==> src/rtl/multicycle_flag_adder_if.sv <==
// Operand/result handshake bundle for multicycle_flag_adder.
// The producer/consumer side uses master; the adder uses slave.
interface multicycle_flag_adder_if #(
   parameter int N = 16
);
   logic         in_valid;
   logic         in_ready;
   logic [N-1:0] num1;
   logic [N-1:0] num2;
   logic         sub;
   logic         out_valid;
   logic         out_ready;
   logic [N-1:0] sum;
   logic         carry_flag;
   logic         zero_flag;
   logic         overflow_flag;
   logic         parity_flag;
   logic         sign_flag;

   modport master (
      output in_valid, num1, num2, sub, out_ready,
      input  in_ready, out_valid, sum, carry_flag, zero_flag,
             overflow_flag, parity_flag, sign_flag
   );

   modport slave (
      input  in_valid, num1, num2, sub, out_ready,
      output in_ready, out_valid, sum, carry_flag, zero_flag,
             overflow_flag, parity_flag, sign_flag
   );
endinterface

==> src/rtl/multicycle_flag_adder.sv <==
// Sequential add/subtract with C/Z/V/P/S flags, CHUNK bits per cycle through one slice adder.
// Define ADDER_SAT_EN to clamp the result to the signed range on overflow.
module multicycle_flag_adder #(
   parameter int N     = 16,
   parameter int CHUNK = 4
) (
   input  logic                   clk,
   input  logic                   rst_n,
   multicycle_flag_adder_if.slave bus
);
   localparam int NCH = N / CHUNK;
   localparam int KW  = (NCH > 1) ? $clog2(NCH) : 1;
   localparam logic [KW-1:0] K_LAST = KW'(NCH - 1);

   typedef enum logic [1:0] {IDLE, CALC, DONE} state_t;

   state_t          state_q, state_d;
   logic            in_ready, out_valid, accept, last_slice;
   logic [N-1:0]    a_q, b_q, work_q, work_d, result;
   logic            carry_q;
   logic [KW-1:0]   k_q;
   logic [N-1:0]    sum_q;
   logic            c_flag_q, z_flag_q, v_flag_q, p_flag_q, s_flag_q;
   int              base;
   logic [CHUNK-1:0] a_slice, b_slice, slice_sum;
   logic [CHUNK:0]  slice_full;
   logic            carry_out, carry_into_msb, overflow;

   assign accept     = bus.in_valid && in_ready;
   assign last_slice = (state_q == CALC) && (k_q == K_LAST);

   always_ff @(posedge clk or negedge rst_n) begin
      if (!rst_n) state_q <= IDLE;
      else        state_q <= state_d;
   end

   always_comb begin
      state_d   = state_q;
      in_ready  = 1'b0;
      out_valid = 1'b0;
      case (state_q)
         IDLE: begin
            in_ready = 1'b1;
            if (bus.in_valid) state_d = CALC;
         end
         CALC: if (last_slice) state_d = DONE;
         DONE: begin
            out_valid = 1'b1;
            if (bus.out_ready) state_d = IDLE;
         end
         default: state_d = IDLE;
      endcase
   end

   // Slice adder; the carry into the slice MSB is recovered from the MSB sum bit,
   // which also holds when CHUNK is 1 and the incoming carry is the MSB carry-in.
   always_comb begin
      base           = int'(k_q) * CHUNK;
      a_slice        = a_q[base +: CHUNK];
      b_slice        = b_q[base +: CHUNK];
      slice_full     = {1'b0, a_slice} + {1'b0, b_slice} + {{CHUNK{1'b0}}, carry_q};
      slice_sum      = slice_full[CHUNK-1:0];
      carry_out      = slice_full[CHUNK];
      carry_into_msb = a_slice[CHUNK-1] ^ b_slice[CHUNK-1] ^ slice_sum[CHUNK-1];
      overflow       = carry_into_msb ^ carry_out;
      work_d         = work_q;
      work_d[base +: CHUNK] = slice_sum;
      result         = work_d;
`ifdef ADDER_SAT_EN
      if (overflow) result = a_q[N-1] ? {1'b1, {(N-1){1'b0}}} : {1'b0, {(N-1){1'b1}}};
`else
`endif
   end

   always_ff @(posedge clk or negedge rst_n) begin
      if (!rst_n) begin
         a_q      <= '0;
         b_q      <= '0;
         work_q   <= '0;
         carry_q  <= 1'b0;
         k_q      <= '0;
         sum_q    <= '0;
         c_flag_q <= 1'b0;
         z_flag_q <= 1'b0;
         v_flag_q <= 1'b0;
         p_flag_q <= 1'b0;
         s_flag_q <= 1'b0;
      end else if (accept) begin
         a_q     <= bus.num1;
         b_q     <= bus.sub ? ~bus.num2 : bus.num2;
         carry_q <= bus.sub;
         k_q     <= '0;
         work_q  <= '0;
      end else if (state_q == CALC) begin
         work_q  <= work_d;
         carry_q <= carry_out;
         k_q     <= k_q + 1'b1;
         if (last_slice) begin
            sum_q    <= result;
            c_flag_q <= carry_out;
            v_flag_q <= overflow;
            z_flag_q <= (result == '0);
            p_flag_q <= ~^result;
            s_flag_q <= result[N-1];
         end
      end
   end

   assign bus.in_ready      = in_ready;
   assign bus.out_valid     = out_valid;
   assign bus.sum           = sum_q;
   assign bus.carry_flag    = c_flag_q;
   assign bus.zero_flag     = z_flag_q;
   assign bus.overflow_flag = v_flag_q;
   assign bus.parity_flag   = p_flag_q;
   assign bus.sign_flag     = s_flag_q;
endmodule
==> src/flat_wrapper.sv <==
// flat-port wrapper written by rule: the top's interface ports become plain ports
module multicycle_flag_adder_flat 
#(
   parameter int N     = 16,
   parameter int CHUNK = 4
)
  (clk, rst_n, bus_in_valid, bus_num1, bus_num2, bus_sub, bus_out_ready, bus_in_ready, bus_out_valid, bus_sum, bus_carry_flag, bus_zero_flag, bus_overflow_flag, bus_parity_flag, bus_sign_flag);
  multicycle_flag_adder_if #(.N(N)) bus_i ();
  input  logic clk;
  input  logic rst_n;
  input wire logic [$bits(bus_i.in_valid)-1:0] bus_in_valid;
  input wire logic [$bits(bus_i.num1)-1:0] bus_num1;
  input wire logic [$bits(bus_i.num2)-1:0] bus_num2;
  input wire logic [$bits(bus_i.sub)-1:0] bus_sub;
  input wire logic [$bits(bus_i.out_ready)-1:0] bus_out_ready;
  output wire logic [$bits(bus_i.in_ready)-1:0] bus_in_ready;
  output wire logic [$bits(bus_i.out_valid)-1:0] bus_out_valid;
  output wire logic [$bits(bus_i.sum)-1:0] bus_sum;
  output wire logic [$bits(bus_i.carry_flag)-1:0] bus_carry_flag;
  output wire logic [$bits(bus_i.zero_flag)-1:0] bus_zero_flag;
  output wire logic [$bits(bus_i.overflow_flag)-1:0] bus_overflow_flag;
  output wire logic [$bits(bus_i.parity_flag)-1:0] bus_parity_flag;
  output wire logic [$bits(bus_i.sign_flag)-1:0] bus_sign_flag;
  assign bus_i.in_valid = bus_in_valid;
  assign bus_i.num1 = bus_num1;
  assign bus_i.num2 = bus_num2;
  assign bus_i.sub = bus_sub;
  assign bus_i.out_ready = bus_out_ready;
  assign bus_in_ready = bus_i.in_ready;
  assign bus_out_valid = bus_i.out_valid;
  assign bus_sum = bus_i.sum;
  assign bus_carry_flag = bus_i.carry_flag;
  assign bus_zero_flag = bus_i.zero_flag;
  assign bus_overflow_flag = bus_i.overflow_flag;
  assign bus_parity_flag = bus_i.parity_flag;
  assign bus_sign_flag = bus_i.sign_flag;
  multicycle_flag_adder #(.N(N), .CHUNK(CHUNK)) u_core (.clk(clk), .rst_n(rst_n), .bus(bus_i));
endmodule
==> config.mk <==
export PLATFORM = sky130hd
export DESIGN_NAME = multicycle_flag_adder_flat
export DESIGN_NICKNAME = d
export VERILOG_FILES = /design/src/rtl/multicycle_flag_adder_if.sv /design/src/rtl/multicycle_flag_adder.sv /design/src/flat_wrapper.sv
export SDC_FILE = /design/constraint.sdc
export NUM_CORES = 1
export LEC_CHECK = 0
export CORE_MARGIN = 2
export CORE_UTILIZATION = 58
export DETAILED_ROUTE_END_ITERATION = 6
export PLACE_DENSITY = 0.85
export SLEW_MARGIN = 20
export SYNTH_ARGS = -nofsm -noshare
export SYNTH_HDL_FRONTEND = slang
export SYNTH_SLANG_ARGS = --single-unit
==> constraint.sdc <==
create_clock -name clk -period 7.6 [get_ports clk]
set_input_delay 1.14 -clock clk [delete_from_list [all_inputs] [get_ports clk]]
set_output_delay 1.14 -clock clk [all_outputs]
set_load 0.02 [all_outputs]
==> flow_summary.html <==
<table>
<tr><th>Metric</th><th>Value</th></tr>
<tr><th colspan="2">Global route</th></tr>
<tr><td>Number of global-route vias before repair</td><td>~2800</td></tr>
<tr><td>First-pass GRT wire length</td><td>around 13000 µm</td></tr>
<tr><td>Largest net degree at the start of global routing</td><td>74</td></tr>
<tr><td>Number of antenna violations at the first check in global routing</td><td>0</td></tr>
<tr><td>All-layer global routing usage</td><td>0.234</td></tr>
<tr><td>Grt ovf</td><td>0</td></tr>
<tr><th colspan="2">Finish</th></tr>
<tr><td>Fillers</td><td>469</td></tr>
<tr><td>Most frequent standard cell in the layout excluding fill and tap cells</td><td>sky130_fd_sc_hd__dfrtp_1</td></tr>
<tr><td>Multi-input gate area in the final layout</td><td>1870 µm²</td></tr>
<tr><td>Top library cells by usage in the layout, fill and taps aside</td><td>sky130_fd_sc_hd__dfrtp_1, sky130_fd_sc_hd__clkdlybuf4s50_1, sky130_fd_sc_hd__nand2_1, sky130_fd_sc_hd__xnor2_1, sky130_fd_sc_hd__a21oi_1</td></tr>
<tr><td>Share of cells above drive strength 1</td><td>0.139</td></tr>
<tr><td>Register cell area after layout</td><td>1830 µm²</td></tr>
<tr><td>Total inserted antenna cells</td><td>0</td></tr>
<tr><td>Final-stage net count</td><td>448</td></tr>
<tr><td>Signed area change from the synthesized netlist to the final layout</td><td>20.8%</td></tr>
<tr><th colspan="2">Setup path</th></tr>
<tr><td>Crit path arrival time</td><td>around 4200 ps</td></tr>
<tr><td>Startpoint of the most critical register-to-register path</td><td>u_core.k_q[0]</td></tr>
<tr><td>Worst-path cell with the longest stage delay</td><td>sky130_fd_sc_hd__dfrtp_1</td></tr>
<tr><td>Category of the worst setup path capture point</td><td>flop</td></tr>
<tr><td>Worst R2R End</td><td>u_core.bus.parity_flag</td></tr>
<tr><td>Critical path launch point type</td><td>flop</td></tr>
<tr><td>List of cells traversed by the critical path</td><td>mux4_2, fa_1, inv_1, fa_1, nor2_1, a41oi_1, ha_1, xor2_1, xnor2_1, xnor2_1, o21ai_0</td></tr>
<tr><td>Largest fanout on the critical path</td><td>18</td></tr>
<tr><td>Worst Path Required</td><td>7780 ps</td></tr>
<tr><td>Reg2reg setup slack</td><td>roughly 3600 ps</td></tr>
<tr><td>Critical path class</td><td>reg -&gt; reg</td></tr>
<tr><td>Largest stage delay, worst path</td><td>approximately 920 ps</td></tr>
<tr><td>Number of cells on the worst reg-to-reg path</td><td>11</td></tr>
<tr><td>Critical path buffers and inverters</td><td>1</td></tr>
<tr><td>Kind of cell adding the most delay to the critical path</td><td>adder cells</td></tr>
<tr><th colspan="2">CTS</th></tr>
<tr><td>Clock sink count</td><td>73</td></tr>
<tr><td>Maximum count of clock buffers along a single path</td><td>2</td></tr>
<tr><td>Clock Root Buffer</td><td>sky130_fd_sc_hd__clkbuf_8</td></tr>
<tr><td>Clock tree from TritonCTS</td><td>done</td></tr>
<tr><td>Clock transition at the registers of the reported paths</td><td>70 ps</td></tr>
<tr><td>PostCTS Resize Cnt</td><td>0</td></tr>
<tr><td>H-tree Lvls</td><td>3</td></tr>
<tr><td>Hold-fix buffers, CTS</td><td>0</td></tr>
<tr><td>Clock insertion delay at the later pin of the skew report</td><td>roughly 340 ps</td></tr>
<tr><td>Setup bufs post-CTS</td><td>0</td></tr>
<tr><td>Total clock buffers created by CTS</td><td>9</td></tr>
<tr><th colspan="2">Placement</th></tr>
<tr><td>Number of input and output port buffers inserted</td><td>59</td></tr>
<tr><td>HPWL Detailed</td><td>5450 µm</td></tr>
<tr><td>Setup WS pre-CTS</td><td>3600 ps</td></tr>
<tr><td>Final weighted congestion in routability-driven placement</td><td>roughly 0.82</td></tr>
<tr><th colspan="2">Synth</th></tr>
<tr><td>Most used flip-flop cell after synthesis</td><td>sky130_fd_sc_hd__dfrtp_1</td></tr>
<tr><td>Synthesis Warnings</td><td>0</td></tr>
<tr><td>Share of the synthesized area in the top cell type</td><td>0.479</td></tr>
<tr><td>Sequential share of the synthesized area</td><td>0.479</td></tr>
<tr><td>Netlist Area Pre-Place</td><td>3810 µm²</td></tr>
<tr><td>Number of enable flip-flop cells after synthesis</td><td>0</td></tr>
<tr><td>Number of synthesized register bits</td><td>73</td></tr>
<tr><td>Gate count of the mapped netlist</td><td>338</td></tr>
<tr><td>Net count after synthesis</td><td>394</td></tr>
<tr><td>Average size of a mapped cell</td><td>11.3 µm²</td></tr>
<tr><td>Dominant cell type by area after synthesis</td><td>sky130_fd_sc_hd__dfrtp_1</td></tr>
<tr><td>Top cells by area in the synthesized netlist</td><td>sky130_fd_sc_hd__dfrtp_1, sky130_fd_sc_hd__ha_1, sky130_fd_sc_hd__xnor2_1</td></tr>
<tr><td>Count of different cell masters after synthesis</td><td>44</td></tr>
<tr><td>Share of async-settable or async-resettable flops after synthesis</td><td>1.00</td></tr>
<tr><th colspan="2">Drt</th></tr>
<tr><td>Vias per Instance</td><td>5.77</td></tr>
<tr><td>Remaining design rule violation count</td><td>0</td></tr>
<tr><td>Starting DRC count in detailed routing</td><td>169</td></tr>
<tr><td>Number of routed nets with antenna violations</td><td>0</td></tr>
<tr><td>Number of search-and-repair iterations in the first detailed-routing pass</td><td>4</td></tr>
<tr><td>Vias after detailed routing</td><td>2733</td></tr>
<tr><td>Total length of routed wires</td><td>7660 µm</td></tr>
<tr><td>Routed wirelength normalized by instance count</td><td>between 15 and 20 µm</td></tr>
<tr><th colspan="2">Die</th></tr>
<tr><td>Die width</td><td>85.1 µm</td></tr>
<tr><td>Cell row count</td><td>29</td></tr>
<tr><td>Y dimension of the die</td><td>85.1 µm</td></tr>
<tr><td>Effective utilization at floorplan</td><td>0.601</td></tr>
<tr><td>Area of the core</td><td>6350 µm²</td></tr>
<tr><td>I/O Pins</td><td>60</td></tr>
<tr><td>DIE AREA</td><td>7240 µm²</td></tr>
<tr><th colspan="2">Timing</th></tr>
<tr><td>Largest clock skew in the final design</td><td>~6.0 ps</td></tr>
<tr><td>Worst Slack Setup Final</td><td>3570 ps</td></tr>
<tr><td>Least-Margin Pin Slew</td><td>920 ps</td></tr>
<tr><td>Final period demand of the worst path</td><td>4030 ps</td></tr>
<tr><td>Max-slew violations</td><td>0</td></tr>
<tr><td>Fraction of the cycle the final worst path needs</td><td>0.530</td></tr>
<tr><td>Hold Vio Cnt, Final</td><td>0</td></tr>
<tr><td>Achievable Freq</td><td>about 0.25 GHz</td></tr>
<tr><td>Headroom to the max-slew limit</td><td>0.386</td></tr>
<tr><td>Setup Viol. Count Final</td><td>0</td></tr>
<tr><td>Setup repair after global routing missed its margin</td><td>false</td></tr>
<tr><td>Smallest hold slack</td><td>476 ps</td></tr>
<tr><td>TNS Setup</td><td>0 ps</td></tr>
<tr><th colspan="2">Run status</th></tr>
<tr><td>Result of the run</td><td>finished, final reports clean</td></tr>
<tr><th colspan="2">Job</th></tr>
<tr><td>Max-cap viol count</td><td>0</td></tr>
<tr><th colspan="2">Power and ir drop</th></tr>
<tr><td>Worst VDD drop</td><td>~0.33 mV</td></tr>
<tr><td>Pleak</td><td>1.92 nW</td></tr>
<tr><td>Power density normalized to cell area</td><td>522 nW/µm²</td></tr>
<tr><td>Total power</td><td>0.00241 W</td></tr>
<tr><th colspan="2">Hold path</th></tr>
<tr><td>Type of the worst min-delay path</td><td>reg -&gt; reg</td></tr>
<tr><td>Startpoint of the lowest-slack hold path</td><td>u_core.bus.sum[14]</td></tr>
<tr><td>Hold Path End</td><td>u_core.bus.sum[14]</td></tr>
<tr><td>Worst hold path cell count</td><td>2</td></tr>
</table>
routing by layer:
metal | track usage | vias to the layer above | routed length, µm
li1 | - | 1305 | -
met4 | 0.131 | 0 | 262
met1 | 0.274 | 1323 | 3140
met2 | 0.403 | 80 | 3960
met3 | 0.0467 | 25 | 309
met5 | 0 | - | 0
worst max path at each step:
stage                     slack (ps)                      to  cells past startpoint          start
final                           3570  u_core.bus.parity_flag                     11  u_core.k_q[0]
after CTS                       3590  u_core.bus.parity_flag                     11  u_core.k_q[0]
after global routing            3250  u_core.bus.parity_flag                     11  u_core.k_q[0]
after detailed placement        3600  u_core.bus.parity_flag                     11  u_core.k_q[0]
after floorplan                 4190  u_core.bus.parity_flag                     12  u_core.k_q[0]
after global placement          3700  u_core.bus.parity_flag                     11  u_core.k_q[0]
registers in the layout (all words and copies together) (netlist names):
register	cells
u_core.a_q	16
u_core.b_q	16
u_core.bus.carry_flag	1
u_core.bus.overflow_flag	1
u_core.bus.parity_flag	1
u_core.bus.sign_flag	1
u_core.bus.sum	15
u_core.bus.zero_flag	1
u_core.carry_q	1
u_core.k_q	2
u_core.state_q	2
u_core.work_q	16
kinds of logic after synthesis:
group                    share of synthesized area
XOR/XNOR                                    0.0636
buffers and inverters                       0.0328
AO/OA/AOI/OAI                                0.136
flip-flops                                   0.479
AND/OR/NAND/NOR                              0.116
adder cells (fa/ha/maj)                     0.0663
multiplexers                                 0.106
worst reg2reg max path, stage by stage (launching register included):
cell                      delay (ps)
sky130_fd_sc_hd__dfrtp_1         920
sky130_fd_sc_hd__mux4_2          620
sky130_fd_sc_hd__fa_1            430
sky130_fd_sc_hd__inv_1            80
sky130_fd_sc_hd__fa_1            440
sky130_fd_sc_hd__nor2_1          210
sky130_fd_sc_hd__a41oi_1         220
sky130_fd_sc_hd__ha_1            370
sky130_fd_sc_hd__xor2_1          170
sky130_fd_sc_hd__xnor2_1         190
sky130_fd_sc_hd__xnor2_1         130
sky130_fd_sc_hd__o21ai_0          90
cell type report:
class | instances | area share
clock buffer | 11 | 0.0285
multi-input combinational | 240 | 0.406
tap | 77 | 0.0209
inverter | 7 | 0.00570
timing repair buffer | 61 | 0.130
clock inverter | 5 | 0.0122
sequential | 73 | 0.397
per-stage QoR:
| stage | area [µm²] | cells | util |
|---|---|---|---|
| floorplan | 3810 | 338 | - |
| global placement | 4420 | 458 | 0.696 |
| detailed placement | 4420 | 458 | 0.696 |
| CTS | 4610 | 474 | 0.725 |
| global route | 4610 | 474 | 0.725 |
| finish | 4610 | 474 | 0.725 |
power breakdown:
part	leakage, nW	internal (W)	switching [W]
Clock	0.0933	0.000151	0.000141
Sequential	0.916	0.000558	0.000127
Combinational	0.909	0.000641	0.000786
Total	1.92	0.00135	0.00105
cells in the mapped netlist (2+ instances only):
master and n:
sky130_fd_sc_hd__dfrtp_1 73, sky130_fd_sc_hd__nand2_1 31, sky130_fd_sc_hd__xnor2_1 22, sky130_fd_sc_hd__a21oi_1 21, sky130_fd_sc_hd__nor2_1 20, sky130_fd_sc_hd__nor2b_1 19
sky130_fd_sc_hd__ha_1 17, sky130_fd_sc_hd__mux2_2 16, sky130_fd_sc_hd__o21ai_0 12, sky130_fd_sc_hd__o21ai_1 12, sky130_fd_sc_hd__buf_2 10, sky130_fd_sc_hd__inv_1 7
sky130_fd_sc_hd__mux4_2 7, sky130_fd_sc_hd__a32o_1 6, sky130_fd_sc_hd__o22ai_1 6, sky130_fd_sc_hd__a21oi_2 5, sky130_fd_sc_hd__a31oi_1 5, sky130_fd_sc_hd__a22o_1 4
sky130_fd_sc_hd__clkbuf_1 4, sky130_fd_sc_hd__mux2i_1 4, sky130_fd_sc_hd__buf_4 3, sky130_fd_sc_hd__o31ai_1 3, sky130_fd_sc_hd__a41oi_1 2, sky130_fd_sc_hd__and2_1 2
sky130_fd_sc_hd__and3b_2 2, sky130_fd_sc_hd__fa_1 2, sky130_fd_sc_hd__nand2b_1 2, sky130_fd_sc_hd__nand4_1 2, sky130_fd_sc_hd__nor2b_2 2, sky130_fd_sc_hd__xnor2_2 2
sky130_fd_sc_hd__xor2_1 2
Note: power is estimated with default switching activity, not from simulation.
